===== src/rtl/alu_sequencer_pkg.sv =====
// Shared opcode constants and sequencer state encoding for the ALU sequencer
// and the ALU it drives.
package alu_sequencer_pkg;

   localparam int unsigned DATA_W = 8;
   localparam int unsigned OPC_W  = 4;

   // ALU codes match the ALU's own encoding
   localparam logic [OPC_W-1:0] OPC_ADD = 4'b0000;
   localparam logic [OPC_W-1:0] OPC_SUB = 4'b0001;
   localparam logic [OPC_W-1:0] OPC_AND = 4'b0010;
   localparam logic [OPC_W-1:0] OPC_NOT = 4'b0011;
   localparam logic [OPC_W-1:0] OPC_OR  = 4'b0100;
   localparam logic [OPC_W-1:0] OPC_MUL = 4'b0101;
   localparam logic [OPC_W-1:0] OPC_LDA = 4'b1000;
   localparam logic [OPC_W-1:0] OPC_STA = 4'b1001;
   localparam logic [OPC_W-1:0] OPC_JMP = 4'b1010;
   localparam logic [OPC_W-1:0] OPC_JZ  = 4'b1011;
   localparam logic [OPC_W-1:0] OPC_JO  = 4'b1100;
   localparam logic [OPC_W-1:0] OPC_HLT = 4'b1111;

   typedef enum logic [2:0] {
      ST_FETCH0,
      ST_FETCH1,
      ST_READ_OP,
      ST_EXEC,
      ST_WRITE,
      ST_HALT
   } state_e;

   // Instructions that carry an address/target byte after the opcode
   function automatic logic has_byte1(input logic [OPC_W-1:0] opc);
      return opc inside {OPC_ADD, OPC_SUB, OPC_AND, OPC_OR, OPC_MUL,
                         OPC_LDA, OPC_STA, OPC_JMP, OPC_JZ, OPC_JO};
   endfunction

endpackage


===== src/rtl/alu_sequencer_if.sv =====
// Memory handshake plus ALU operand/result bundle between the sequencer
// (master) and its environment (slave: memory and combinational ALU).
interface alu_sequencer_if #(
   parameter int unsigned ADDR_W = 8
);
   import alu_sequencer_pkg::*;

   logic [ADDR_W-1:0] mem_addr;
   logic              mem_rd;
   logic              mem_wr;
   logic [DATA_W-1:0] mem_wdata;
   logic [DATA_W-1:0] mem_rdata;
   logic              mem_ready;

   logic [OPC_W-1:0]  op;
   logic [DATA_W-1:0] reg_y;
   logic [DATA_W-1:0] bus1;
   logic [DATA_W-1:0] alu_out;
   logic              alu_0_flag;
   logic              alu_o_flag;

   modport master (
      output mem_addr, mem_rd, mem_wr, mem_wdata, op, reg_y, bus1,
      input  mem_rdata, mem_ready, alu_out, alu_0_flag, alu_o_flag
   );

   modport slave (
      input  mem_addr, mem_rd, mem_wr, mem_wdata, op, reg_y, bus1,
      output mem_rdata, mem_ready, alu_out, alu_0_flag, alu_o_flag
   );

endinterface


===== src/rtl/alu_sequencer_seq_mem_port.sv =====
// Registered memory request port: holds rd/wr/addr/wdata stable until
// mem_ready completes the outstanding request.
module seq_mem_port
   import alu_sequencer_pkg::*;
#(
   parameter int unsigned ADDR_W = 8
) (
   input  logic              clk,
   input  logic              rst,
   input  logic              req_rd_i,
   input  logic              req_wr_i,
   input  logic [ADDR_W-1:0] req_addr_i,
   input  logic [DATA_W-1:0] req_wdata_i,
   input  logic              mem_ready_i,
   output logic              mem_rd_o,
   output logic              mem_wr_o,
   output logic [ADDR_W-1:0] mem_addr_o,
   output logic [DATA_W-1:0] mem_wdata_o,
   output logic              done_c_o
);

   logic              rd_q;
   logic              wr_q;
   logic [ADDR_W-1:0] addr_q;
   logic [DATA_W-1:0] wdata_q;
   logic              busy_c;
   logic              load_c;

   assign busy_c   = rd_q | wr_q;
   assign done_c_o = busy_c & mem_ready_i;
   assign load_c   = ~busy_c | mem_ready_i;

   // A new request is only taken once the previous one has completed
   always_ff @(posedge clk) begin
      if (rst) begin
         rd_q    <= 1'b0;
         wr_q    <= 1'b0;
         addr_q  <= '0;
         wdata_q <= '0;
      end else if (load_c) begin
         rd_q    <= req_rd_i;
         wr_q    <= req_wr_i & ~req_rd_i;
         addr_q  <= req_addr_i;
         wdata_q <= req_wdata_i;
      end
   end

   assign mem_rd_o    = rd_q;
   assign mem_wr_o    = wr_q;
   assign mem_addr_o  = addr_q;
   assign mem_wdata_o = wdata_q;

endmodule


===== src/rtl/alu_sequencer.sv =====
// Instruction sequencer for the 8-bit ALU: fetches over a byte-wide memory
// handshake, owns ACC/Y/operand latch, and resolves jumps on latched flags.
module alu_sequencer
   import alu_sequencer_pkg::*;
#(
   parameter int unsigned       ADDR_W   = 8,
   parameter logic [ADDR_W-1:0] RESET_PC = '0
) (
   input  logic                  clk,
   input  logic                  rst,
   alu_sequencer_if.master       bus,
   output logic [DATA_W-1:0]     acc,
   output logic                  z_flag,
   output logic                  o_flag,
   output logic                  halted
);

   state_e            state_q, state_d;
   logic [ADDR_W-1:0] pc_q, pc_d;
   logic [ADDR_W-1:0] addr_q, addr_d;
   logic [OPC_W-1:0]  ir_q, ir_d;
   logic [OPC_W-1:0]  op_q, op_d;
   logic [DATA_W-1:0] acc_q, acc_d;
   logic [DATA_W-1:0] reg_y_q, reg_y_d;
   logic [DATA_W-1:0] bus1_q, bus1_d;
   logic              z_q, z_d;
   logic              o_q, o_d;
   logic              halted_q;

   logic              done_c;
   logic [OPC_W-1:0]  opc_c;
   logic              req_rd_c;
   logic              req_wr_c;
   logic [ADDR_W-1:0] req_addr_c;

   assign opc_c = bus.mem_rdata[DATA_W-1:DATA_W-OPC_W];

   always_comb begin
      state_d = state_q;
      pc_d    = pc_q;
      addr_d  = addr_q;
      ir_d    = ir_q;
      op_d    = op_q;
      acc_d   = acc_q;
      reg_y_d = reg_y_q;
      bus1_d  = bus1_q;
      z_d     = z_q;
      o_d     = o_q;
      case (state_q)
         ST_FETCH0: if (done_c) begin
            ir_d = opc_c;
            pc_d = pc_q + ADDR_W'(1);
            if (opc_c == OPC_NOT) begin
               reg_y_d = acc_q;
               op_d    = OPC_NOT;
               state_d = ST_EXEC;
            end else if (opc_c == OPC_HLT) begin
               state_d = ST_HALT;
            end else if (has_byte1(opc_c)) begin
               state_d = ST_FETCH1;
            end
         end
         ST_FETCH1: if (done_c) begin
            addr_d  = ADDR_W'(bus.mem_rdata);
            pc_d    = pc_q + ADDR_W'(1);
            state_d = ST_READ_OP;
            case (ir_q)
               OPC_JMP: begin pc_d = ADDR_W'(bus.mem_rdata); state_d = ST_FETCH0; end
               OPC_JZ:  begin if (z_q) pc_d = ADDR_W'(bus.mem_rdata); state_d = ST_FETCH0; end
               OPC_JO:  begin if (o_q) pc_d = ADDR_W'(bus.mem_rdata); state_d = ST_FETCH0; end
               OPC_STA: state_d = ST_WRITE;
               default: ;
            endcase
         end
         ST_READ_OP: if (done_c) begin
            bus1_d  = bus.mem_rdata;
            reg_y_d = acc_q;
            if (ir_q == OPC_LDA) begin
               acc_d   = bus.mem_rdata;
               state_d = ST_FETCH0;
            end else begin
               op_d    = ir_q;
               state_d = ST_EXEC;
            end
         end
         ST_EXEC: begin
            acc_d   = bus.alu_out;
            z_d     = bus.alu_0_flag;
            o_d     = bus.alu_o_flag;
            state_d = ST_FETCH0;
         end
         ST_WRITE: if (done_c) state_d = ST_FETCH0;
         ST_HALT:  state_d = ST_HALT;
         default:  state_d = ST_FETCH0;
      endcase
   end

   // Request for the state being entered, so it is on the bus in that state's first cycle
   assign req_rd_c   = state_d inside {ST_FETCH0, ST_FETCH1, ST_READ_OP};
   assign req_wr_c   = (state_d == ST_WRITE);
   assign req_addr_c = (state_d inside {ST_READ_OP, ST_WRITE}) ? addr_d : pc_d;

   always_ff @(posedge clk) begin
      if (rst) begin
         state_q  <= ST_FETCH0;
         pc_q     <= RESET_PC;
         addr_q   <= '0;
         ir_q     <= '0;
         op_q     <= '0;
         acc_q    <= '0;
         reg_y_q  <= '0;
         bus1_q   <= '0;
         z_q      <= 1'b0;
         o_q      <= 1'b0;
         halted_q <= 1'b0;
      end else begin
         state_q  <= state_d;
         pc_q     <= pc_d;
         addr_q   <= addr_d;
         ir_q     <= ir_d;
         op_q     <= op_d;
         acc_q    <= acc_d;
         reg_y_q  <= reg_y_d;
         bus1_q   <= bus1_d;
         z_q      <= z_d;
         o_q      <= o_d;
         halted_q <= (state_d == ST_HALT);
      end
   end

   seq_mem_port #(.ADDR_W(ADDR_W)) u_mem_port (
      .clk         (clk),
      .rst         (rst),
      .req_rd_i    (req_rd_c),
      .req_wr_i    (req_wr_c),
      .req_addr_i  (req_addr_c),
      .req_wdata_i (acc_d),
      .mem_ready_i (bus.mem_ready),
      .mem_rd_o    (bus.mem_rd),
      .mem_wr_o    (bus.mem_wr),
      .mem_addr_o  (bus.mem_addr),
      .mem_wdata_o (bus.mem_wdata),
      .done_c_o    (done_c)
   );

   assign bus.op    = op_q;
   assign bus.reg_y = reg_y_q;
   assign bus.bus1  = bus1_q;
   assign acc       = acc_q;
   assign z_flag    = z_q;
   assign o_flag    = o_q;
   assign halted    = halted_q;

endmodule


===== src/flat_wrapper.sv =====
// flat-port wrapper written by rule: the top's interface ports become plain ports
module alu_sequencer_flat import alu_sequencer_pkg::*;
#(
   parameter int unsigned       ADDR_W   = 8,
   parameter logic [ADDR_W-1:0] RESET_PC = '0
)
  (clk, rst, acc, z_flag, o_flag, halted, bus_mem_addr, bus_mem_rd, bus_mem_wr, bus_mem_wdata, bus_op, bus_reg_y, bus_bus1, bus_mem_rdata, bus_mem_ready, bus_alu_out, bus_alu_0_flag, bus_alu_o_flag);
  alu_sequencer_if #(.ADDR_W(ADDR_W)) bus_i ();
  input  logic clk;
  input  logic rst;
  output logic [DATA_W-1:0] acc;
  output logic z_flag;
  output logic o_flag;
  output logic halted;
  output wire logic [$bits(bus_i.mem_addr)-1:0] bus_mem_addr;
  output wire logic [$bits(bus_i.mem_rd)-1:0] bus_mem_rd;
  output wire logic [$bits(bus_i.mem_wr)-1:0] bus_mem_wr;
  output wire logic [$bits(bus_i.mem_wdata)-1:0] bus_mem_wdata;
  output wire logic [$bits(bus_i.op)-1:0] bus_op;
  output wire logic [$bits(bus_i.reg_y)-1:0] bus_reg_y;
  output wire logic [$bits(bus_i.bus1)-1:0] bus_bus1;
  input wire logic [$bits(bus_i.mem_rdata)-1:0] bus_mem_rdata;
  input wire logic [$bits(bus_i.mem_ready)-1:0] bus_mem_ready;
  input wire logic [$bits(bus_i.alu_out)-1:0] bus_alu_out;
  input wire logic [$bits(bus_i.alu_0_flag)-1:0] bus_alu_0_flag;
  input wire logic [$bits(bus_i.alu_o_flag)-1:0] bus_alu_o_flag;
  assign bus_mem_addr = bus_i.mem_addr;
  assign bus_mem_rd = bus_i.mem_rd;
  assign bus_mem_wr = bus_i.mem_wr;
  assign bus_mem_wdata = bus_i.mem_wdata;
  assign bus_op = bus_i.op;
  assign bus_reg_y = bus_i.reg_y;
  assign bus_bus1 = bus_i.bus1;
  assign bus_i.mem_rdata = bus_mem_rdata;
  assign bus_i.mem_ready = bus_mem_ready;
  assign bus_i.alu_out = bus_alu_out;
  assign bus_i.alu_0_flag = bus_alu_0_flag;
  assign bus_i.alu_o_flag = bus_alu_o_flag;
  alu_sequencer #(.ADDR_W(ADDR_W), .RESET_PC(RESET_PC)) u_core (.clk(clk), .rst(rst), .bus(bus_i), .acc(acc), .z_flag(z_flag), .o_flag(o_flag), .halted(halted));
endmodule

===== config.mk =====
export PLATFORM = sky130hd
export DESIGN_NAME = alu_sequencer_flat
export DESIGN_NICKNAME = d
export VERILOG_FILES = /design/src/rtl/alu_sequencer_pkg.sv /design/src/rtl/alu_sequencer_if.sv /design/src/rtl/alu_sequencer_seq_mem_port.sv /design/src/rtl/alu_sequencer.sv /design/src/flat_wrapper.sv
export SDC_FILE = /design/constraint.sdc
export NUM_CORES = 1
export LEC_CHECK = 0
export ABC_AREA = 1
export ABC_CLOCK_PERIOD_IN_PS = 3300
export CAP_MARGIN = 25
export CORE_ASPECT_RATIO = 0.8
export CORE_MARGIN = 1.5
export CORE_UTILIZATION = 40
export CTS_CLUSTER_DIAMETER = 30
export DETAILED_ROUTE_END_ITERATION = 7
export SLEW_MARGIN = 40
export SYNTH_ARGS = -nofsm -noshare
export SYNTH_HDL_FRONTEND = slang
export SYNTH_SLANG_ARGS = --single-unit

===== constraint.sdc =====
create_clock -name clk -period 3.3 [get_ports clk]
set_input_delay 0.66 -clock clk [delete_from_list [all_inputs] [get_ports clk]]
set_output_delay 0.66 -clock clk [all_outputs]
set_load 0.005 [all_outputs]

; ---- Word-level counts from Yosys, hierarchy flattened
; Cells that the tools add are included.
[op_classes]
add_sub_neg = 1
eq_ne = 29
muxes = 31
bitwise_logic = 6
n_reduce_logical = 12
[ops]
columns = operator, n
row1 = two-way mux 8 bit, 12
row2 = case mux 8 bit (2 select lines), 3
row3 = "== test 4 bit, second input constant", 11
row4 = case mux 8 bit (3 select lines), 1
row5 = two-way mux 3 bit, 7
row6 = two-way mux 4 bit, 4
row7 = case mux 3 bit (5 select lines), 1
row8 = "== test 3 bit, second input constant", 4
row9 = nonzero test 10 bit, 1
row10 = "== test 3 x 2 -> 1 bit, second input constant", 3
row11 = "adder 8 x 1 -> 8 bit, second input constant", 1
row12 = "== test 4 x 2 -> 1 bit, second input constant", 2
row13 = "== test 4 x 3 -> 1 bit, second input constant", 2
row14 = case mux 4 bit (2 select lines), 1
row15 = "== test 3 x 1 -> 1 bit, second input constant", 2
row16 = zero test 3 bit, 2
row17 = "!= test 2 x 1 -> 1 bit, second input constant", 3
row18 = case mux 3 bit (2 select lines), 1
row19 = AND reduction 5 bit, 1
row20 = "== test 4 x 1 -> 1 bit, second input constant", 1
row21 = zero test 4 bit, 1
row22 = AND reduction 2 bit, 2
row23 = AND reduction 4 bit, 1
row24 = nonzero test 2 bit, 2
row25 = 7 further kinds, 10
[totals]
register_bits = 72
in_bits = 21

; ---- Logic depth before layout (Yosys ltp)
; Gate-level depths: netlist of the first run.
[depth]
ltp_word = 11
depth_mapped = 15
depth_no_buf = 14

; ---- Modules after synthesis
; Synthesis of the first run repeated with hierarchy kept, for this count alone.
[hier_totals]
cells_unflattened = 532
hier_area_um2 = 3593.4
[by_module_without_submodules]
columns = module, instances, cells_each, area_each_um2, seq_area_each_um2
row1 = alu_sequencer, 1, 412, 2798.9, 1081.0
row2 = seq_mem_port, 1, 120, 794.5, 360.3

; ---- Least setup slack after synthesis of the first run
; Ideal clock, no wire load.
[synth_timing]
path_kind = input-to-reg
start = in bus_mem_ready
end = reg u_core.u_mem_port.addr_q[3] (netlist: u_core.u_mem_port.mem_addr_o[3])
arrival_time_ps = 1623
path_slack_ps = 1559
path_stages = 12
path_buffers = 1
cell_sequence = inv_1 nor2_4 buf_6 nand2_2 inv_2 nand3_1 nand3_1 nand2_1 nand3_1 nand2_1 nor2_1 nor2_1
[synth_between]
elab_chain_cells = 6
[synth_rtl]
columns = item, line_no
row1 = from (decl), flat_wrapper.sv:23  ; input wire logic [$bits(bus_i.mem_ready)-1:0] bus_mem_ready;
row2 = bitwise AND 1 bit, alu_sequencer_seq_mem_port.sv:30  ; assign done_c_o = busy_c & mem_ready_i;
row3 = two-way mux 3 bit (on tied branches), n/a
row4 = case mux 3 bit (5 select lines), alu_sequencer.sv:49  ; case (state_q)
row5 = == test 3 x 2 -> 1 bit or == test 3 bit (tied branches), alu_sequencer.sv:101  ; assign req_addr_c = (state_d inside {ST_READ_OP, ST_WRITE}) ? addr_d : pc_d;
row6 = nonzero test 2 bit, alu_sequencer.sv:101
row7 = two-way mux 8 bit, alu_sequencer.sv:101
row8 = to (signal assigned), alu_sequencer_seq_mem_port.sv:43  ; addr_q <= req_addr_i;
row9 = to (decl), alu_sequencer_seq_mem_port.sv:24  ; logic [ADDR_W-1:0] addr_q;
; Parallel ways exist; a longest one is shown, timed or not.
; A chain may end at the register's enable or synchronous reset.

; ---- Worst setup path in the final report of the first run
[layout_timing]
start = in bus_mem_rdata[5]
end = reg u_core.reg_y_q[5] (netlist: u_core.bus.reg_y[5])
[layout_between]
elab_chain_cells = 3
[layout_rtl]
columns = item, line_no
row1 = from (decl), flat_wrapper.sv:22  ; input wire logic [$bits(bus_i.mem_rdata)-1:0] bus_mem_rdata;
row2 = == test 4 x 2 -> 1 bit, alu_sequencer.sv:53  ; if (opc_c == OPC_NOT) begin
row3 = != test 2 x 1 -> 1 bit (no line), n/a
row4 = AND reduction 4 bit (no line), n/a
row5 = to (signal assigned), alu_sequencer.sv:123  ; reg_y_q <= reg_y_d;
row6 = to (decl), alu_sequencer.sv:24  ; logic [DATA_W-1:0] reg_y_q, reg_y_d;
; Every way passes these cells.

==> flow_metrics.py, run 1 <==
metrics = {
    "die": {
        "num_rows": 30,
        "initial_utilization_pct": 41.85,
        "core_um2": 8596,
        "die-area_um2": 9575,
        "die_w_um": 109.0,
        "io_pins": 70,
        "die_y_um": 87.82,
    },
    "synthesis": {
        "yosys_warnings": 0,
        "yosysUniqueCellTypes": 35,
        "synth.largest_area_cell": "dfxtp_1",
        "synth_top_area_share_pct": 40.07,
        "ys.flop_type": "dfxtp_1",
        "synthTopCellsByArea": "dfxtp_1 (40%), nand2_1 (11%), nor2_1 (6.7%)",
        "synth_cells": 508,
        "syn_avg_cell_area_um2": 7.081,
        "synth-edff-count": 0,
        "synthArstFlopShare_pct": 0,
        "synth_seq_cells": 72,
        "synth_seq_area_share_pct": 40.07,
        "synth_nets": 530,
        "ys_top_cells_by_count": "nand2_1 (101), dfxtp_1 (72), nor2_1 (64), inv_1 (57), nand3_1 (41)",
        "synthMostInstantiatedCell": "nand2_1",
        "netlist_area_um2": 3597,
    },
    "global_route": {
        "grt_max_degree": 37,
        "overflow": 0,
        "grt_use_total_pct": 22.81,
        "grt_pass1_vias": 3213,
        "antenna_found_initial": 0,
        "grt_pass1_wl_um": 16340,
    },
    "cts": {
        "cts_setup_buffers": 0,
        "cts.path.max_buffers": 2,
        "cts_made_buffers": 9,
        "numClockSinks": 72,
        "clk_pin_slew_ps": 70,
        "postCtsHoldBufs": 0,
        "tritoncts": "done",
        "clock_latency_ps": 360,
        "cts-root-buf": "clkbuf_8",
        "htreeDepth": 3,
        "cts_resized": 0,
    },
    "route": {
        "final_antenna_net_count": 0,
        "vias_per_cell": 5.122,
        "vias": 3555,
        "drt_wl_total_um": 10520,
        "drc": 0,
        "firstDrtPassIters": 5,
        "drt-wirelength-per-cell_um": 15.16,
        "drt_iter0_drc": 252,
    },
    "placed_design": {
        "pre_cts_ws_ps": 619.9,
        "gp_congestion": 0.9375,
        "portBuffers": 69,
        "dpl.hpwl_um": 7972,
    },
    "pwr": {
        "peakVddDrop_mv": 0.3559,
        "power.density_nw_per_um2": 486.8,
        "cellLeakagePower_nw": 1.992,
    },
    "timing": {
        "skew_ps": 9.846,
        "finalCritPeriodShare_pct": 70.43,
        "rsz0062_at_grt": "false",
        "setup_violations": 0,
        "fin_ws_ps": 975.8,
        "finalMaxSlewViolations": 0,
        "worstMarginPinSlew_ps": 605.3,
        "slew_headroom_pct": 59.53,
        "hold_viol": 0,
        "period_needed_ps": 2324,
        "fmax_ghz": 0.4302,
        "finalSetupTns_ps": 0,
    },
    "finish": {
        "final_util_pct": 53.54,
        "drive_gt1_share_pct": 10.14,
        "fin_nets": 599,
        "diodes": 0,
        "fillers": 855,
        "syn2layout_area_growth_pct": 27.93,
    },
    "hold_path": {
        "hold_class": "register to register",
    },
    "flow_run": {
        "drv_cap": 0,
    },
    "critical_path": {
        "worstPathArrival_ps": 2550,
        "cp-start-kind": "input port",
        "crit_fanout": 16,
        "crit_path_end_kind": "register",
        "worstPathRequired_ps": 3530,
        "crit_type": "input port to register",
    },
    "status": {
        "status": "finished clean",
    },
}
-- layout by cell type, fill, tap and decap left out, types with 2 or more instances in the layout --
cell and count:
nor3_1 4, clkdlybuf4s50_1 69, nor2_4 4, nor2_1 64
a31oi_1 2, nand3_1 41, a211oi_1 7, a32oi_1 6
dfxtp_1 72, inv_2 7, clkinv_2 2, o21a_1 3
o211ai_1 8, nand3b_1 3, buf_4 6, nand3_4 2
o21ai_0 38, nand2_2 12, or2_2 3, a21oi_1 36
nand2_4 3, clkbuf_8 11, o21ai_4 2, a22oi_1 2
nand2_1 101, clkinv_1 2, nand4_1 5, bufinv_16 2
inv_1 57
-- per-layer routing --
metal | up-vias | global-route usage (%) | part of all wire, % | wire length (um)
li1 | 1809 | - | - | -
met5 | - | 0 | 0 | 0
met2 | 133 | 34.38 | 43 | 4534
met1 | 1601 | 31.78 | 49 | 5106
met4 | 0 | 7.177 | 1.2 | 130
met3 | 12 | 5.952 | 7.1 | 747
-- final timing paths --
path | cells past startpoint | endpoint | slack (ps) | start
setup / recovery | 8 | u_core.bus.reg_y[5]$_SDFFE_PP0P_ | 980 | bus_mem_rdata[5]
hold / removal | 2 | u_core.bus.reg_y[6]$_SDFFE_PP0P_ | 440 | u_core.bus.reg_y[6]$_SDFFE_PP0P_
setup reg to reg | 7 | u_core.u_mem_port.mem_wdata_o[0]$_SDFFE_PP0P_ | 1290 | u_core.state_q[2]$_SDFF_PP0_
hold reg to reg | 2 | u_core.bus.reg_y[6]$_SDFFE_PP0P_ | 440 | u_core.bus.reg_y[6]$_SDFFE_PP0P_
-- metrics by stage --
step	hold slack, ps	std cells	area [um^2]	total power (W)
after detailed placement	437.0	678	4372	0.001458
final	444.4	694	4602	0.002240
after CTS	446.0	694	4602	0.002255
after global placement	433.7	678	4372	0.001454
after floorplan	440.2	508	3597	0.001278
after global routing	465.0	694	4602	0.002350
-- critical path, stage by stage --
cell             delay, ps
clkdlybuf4s50_1        640
nand2_1                130
inv_1                   70
nand2_1                100
nand2_1                 90
nand3_1                430
o21ai_0                370
a21oi_1                 60
-- report_power, final --
group / switching, W / internal [W]
Sequential: 0.0000485 / 0.000922
Combinational: 0.000277 / 0.000192
Clock: 0.000335 / 0.000465
Total: 0.000661 / 0.00158
-- logic make-up after synthesis --
logic type / synth area share, %
buffers and inverters: 9.948
adder cells (fa/ha/maj): 0.3478
AO/OA/AOI/OAI: 18.33
flip-flops: 40.07
AND/OR/NAND/NOR: 31.30
-- area by class of cell --
cell class | instances | area [um^2] | share of cell area, %
inverters | 67 | 256.5 | 5.574
clock inverters | 5 | 78.83 | 1.713
well taps | 112 | 140.1 | 3.045
repair buffers | 75 | 735.7 | 15.99
clock buffers | 11 | 151.4 | 3.290
multi-input cells | 352 | 1798 | 39.07
flip-flops and latches | 72 | 1441 | 31.32
-- sequential cells by signal, indices dropped and copies added (netlist names) --
name,flops
u_core.state_q,3
u_core.halted,1
u_core.ir_q,4
u_core.u_mem_port.mem_rd_o,1
u_core.addr_q,8
u_core.pc_q,8
u_core.u_mem_port.mem_wr_o,1
u_core.bus.op,4
u_core.u_mem_port.mem_wdata_o,8
u_core.bus.reg_y,8
u_core.acc,8
u_core.o_flag,1
u_core.bus.bus1,8
u_core.z_flag,1
u_core.u_mem_port.mem_addr_o,8
Power figures use the tool's default switching activity.
==> run 2: changes to the inputs <==
--- a/config.mk
+++ b/config.mk
@@ -6,7 +6,7 @@
 export NUM_CORES = 1
 export LEC_CHECK = 0
 export ABC_AREA = 1
-export ABC_CLOCK_PERIOD_IN_PS = 3300
+export ABC_CLOCK_PERIOD_IN_PS = 2230
 export CAP_MARGIN = 25
 export CORE_ASPECT_RATIO = 0.8
 export CORE_MARGIN = 1.5
==> constraint.sdc (replaced) <==
create_clock -name clk -period 2.23 [get_ports clk]
set_input_delay 0.446 -clock clk [delete_from_list [all_inputs] [get_ports clk]]
set_output_delay 0.446 -clock clk [all_outputs]
set_load 0.005 [all_outputs]
==> run 2 against run 1 <==
Net effect: sequential share of layout area is 0.91 points lower; global-route usage increased by 0.77 points; count of clock-buffer cells in the layout unchanged; critical path depth up 3; core utilization is 1.6 points higher; register-to-register slack got worse by 960 ps; setup slack worse by 660 ps; hold slack improved by 3.2 ps; die area did not move; clock skew shrank 3.4 ps; final cell count up 3.0%; critical path type unchanged; critical endpoint is now u_core.u_mem_port.mem_addr_o[5]$_SDFFE_PP0P_; highest routed layer unchanged.
==> flow_metrics.py, run 2 (same netlist as run 1, synthesis figures left out) <==
metrics = {
    "status": {
        "status": "finished clean",
    },
    "global_route": {
        "grt_pass1_wl_um": 16730,
        "grt_use_total_pct": 23.57,
        "antenna_found_initial": 0,
        "grt_pass1_vias": 3213,
        "overflow": 0,
        "grt_max_degree": 37,
    },
    "route": {
        "vias_per_cell": 5.028,
        "wl_met2_um": 4590,
        "final_antenna_net_count": 0,
        "drt_wl_total_um": 10830,
        "drt-wirelength-per-cell_um": 15.14,
        "vias": 3595,
        "drc": 0,
        "firstDrtPassIters": 5,
        "drt-met1-wl_um": 5497,
        "top_layer_used": "met4",
        "met3_length_um": 620,
        "drt_iter0_drc": 229,
    },
    "finish": {
        "final_common_cell": "nand2_1",
        "layout_common_cells": "nand2_1 (101), dfxtp_1 (72), clkdlybuf4s50_1 (69), nor2_1 (64), inv_1 (57)",
        "syn2layout_area_growth_pct": 31.76,
        "drive_gt1_share_pct": 13.10,
        "diodes": 0,
        "final_util_pct": 55.14,
        "instances_no_fill": 715,
        "fin_nets": 620,
        "fillers": 857,
    },
    "timing": {
        "setup_violations": 0,
        "fin_ws_ps": 318.0,
        "slew_headroom_pct": 69.24,
        "fmax_ghz": 0.5230,
        "finalCritPeriodShare_pct": 85.74,
        "finalSetupTns_ps": 0,
        "worstMarginPinSlew_ps": 457.9,
        "hold_viol": 0,
        "skew_ps": 6.425,
        "period_needed_ps": 1912,
        "rsz0062_at_grt": "false",
        "finalMaxSlewViolations": 0,
    },
    "cts": {
        "cts_made_buffers": 9,
        "clock_latency_ps": 350,
        "cts_resized": 0,
        "cts.path.max_buffers": 2,
        "cts_setup_buffers": 0,
        "postCtsHoldBufs": 0,
        "cts-root-buf": "clkbuf_8",
        "htreeDepth": 3,
        "numClockSinks": 72,
        "tritoncts": "done",
        "clk_pin_slew_ps": 80,
    },
    "die": {
        "die-area_um2": 9575,
        "die_w_um": 109.0,
        "num_rows": 30,
        "die_y_um": 87.82,
        "core_um2": 8596,
        "initial_utilization_pct": 41.85,
        "io_pins": 70,
    },
    "critical_path": {
        "crit_type": "input port to register",
        "worstPathRequired_ps": 2470,
        "cp-start-kind": "input port",
        "slowest_stage": "clkdlybuf4s50_1",
        "worstPathCellList": "clkdlybuf4s50_1 -> nand2_1 -> buf_4 -> o21ai_0 -> nand3_1 -> nand3_4 -> nand3_4 -> nand3_1 -> nand2_1 -> nor2_1 -> nor2_1",
        "worstPathArrival_ps": 2160,
        "crit_fanout": 7,
        "critPathBufInv": 2,
        "crit_family": "simple AND/OR/NAND/NOR gates",
        "cpPeakStageDelay_ps": 580,
        "crit_path_end_kind": "register",
    },
    "placed_design": {
        "portBuffers": 69,
        "dpl.cell_count": 699,
        "pre_cts_ws_ps": -47.44,
        "dpl.hpwl_um": 8313,
        "gp_congestion": 0.9044,
    },
    "pwr": {
        "cellLeakagePower_nw": 2.076,
        "peakVddDrop_mv": 0.4231,
        "power.density_nw_per_um2": 676.8,
    },
    "flow_run": {
        "drv_cap": 0,
    },
    "hold_path": {
        "hold_class": "register to register",
    },
}
==> run 2: changes by cell type in the layout (fill, tap and decap cells not counted), sizes merged <==
cell and delta:
bufinv -1, clkinvlp +1, buf +21
==> run 2: worst min-delay path: cells and delay by family, from the launching register on <==
family          cells  cell delay, ps
flops               1             310
buf+inv             1              50
compound gates      1              50
==> run 2: through the flow <==
| stage | power, W | area (um^2) | hold slack (ps) |
|---|---|---|---|
| 2_1_floorplan | 0.001891 | 3597 | 440.2 |
| 3_3_place_gp | 0.002193 | 4542 | 432.3 |
| 3_5_place_dp | 0.002194 | 4542 | 438.3 |
| 4_1_cts | 0.003234 | 4740 | 447.1 |
| 5_1_grt | 0.003392 | 4740 | 469.2 |
| 6_report | 0.003208 | 4740 | 447.6 |
==> run 2: area by class of cell <==
class	count	area, um^2	share of cell area (%)
Clock inverter	5	56.30	1.188
Tap cell	112	140.1	2.957
Inverter	67	256.5	5.412
Multi-Input combinational cell	352	1798	37.94
Sequential cell	72	1441	30.41
Clock buffer	11	141.4	2.983
Timing Repair Buffer	96	905.9	19.11
==> run 2: final timing paths <==
path | cells past startpoint | slack [ps] | from | end
worst max-delay path | 11 | 320 | bus_mem_rdata[4] | u_core.u_mem_port.mem_addr_o[5]$_SDFFE_PP0P_
worst min-delay path | 2 | 450 | u_core.bus.reg_y[4]$_SDFFE_PP0P_ | u_core.bus.reg_y[4]$_SDFFE_PP0P_
worst max register to register | 7 | 330 | u_core.state_q[2]$_SDFF_PP0_ | u_core.u_mem_port.mem_wdata_o[0]$_SDFFE_PP0P_
worst min register to register | 2 | 450 | u_core.bus.reg_y[4]$_SDFFE_PP0P_ | u_core.bus.reg_y[4]$_SDFFE_PP0P_
==> run 2: metal layers <==
metal | up-vias | GRT usage (%)
met2 | 104 | 34.89
met3 | 11 | 5.506
met5 | - | 0
met4 | 0 | 6.938
met1 | 1631 | 33.97
li1 | 1849 | -
==> run 2: report_power, final <==
group	total, W	switching (W)	internal [W]
clock network	0.00104	0.000493	0.000546
logic	0.000735	0.000420	0.000315
registers	0.00143	0.0000698	0.00136
==> run 3: changes to the inputs <==
--- a/config.mk
+++ b/config.mk
@@ -6,7 +6,6 @@
 export NUM_CORES = 1
 export LEC_CHECK = 0
 export ABC_AREA = 1
-export ABC_CLOCK_PERIOD_IN_PS = 2230
 export CAP_MARGIN = 25
 export CORE_ASPECT_RATIO = 0.8
 export CORE_MARGIN = 1.5
==> results of run 3 <==
Final layout, timing and power as in run 2 (identical DEF).
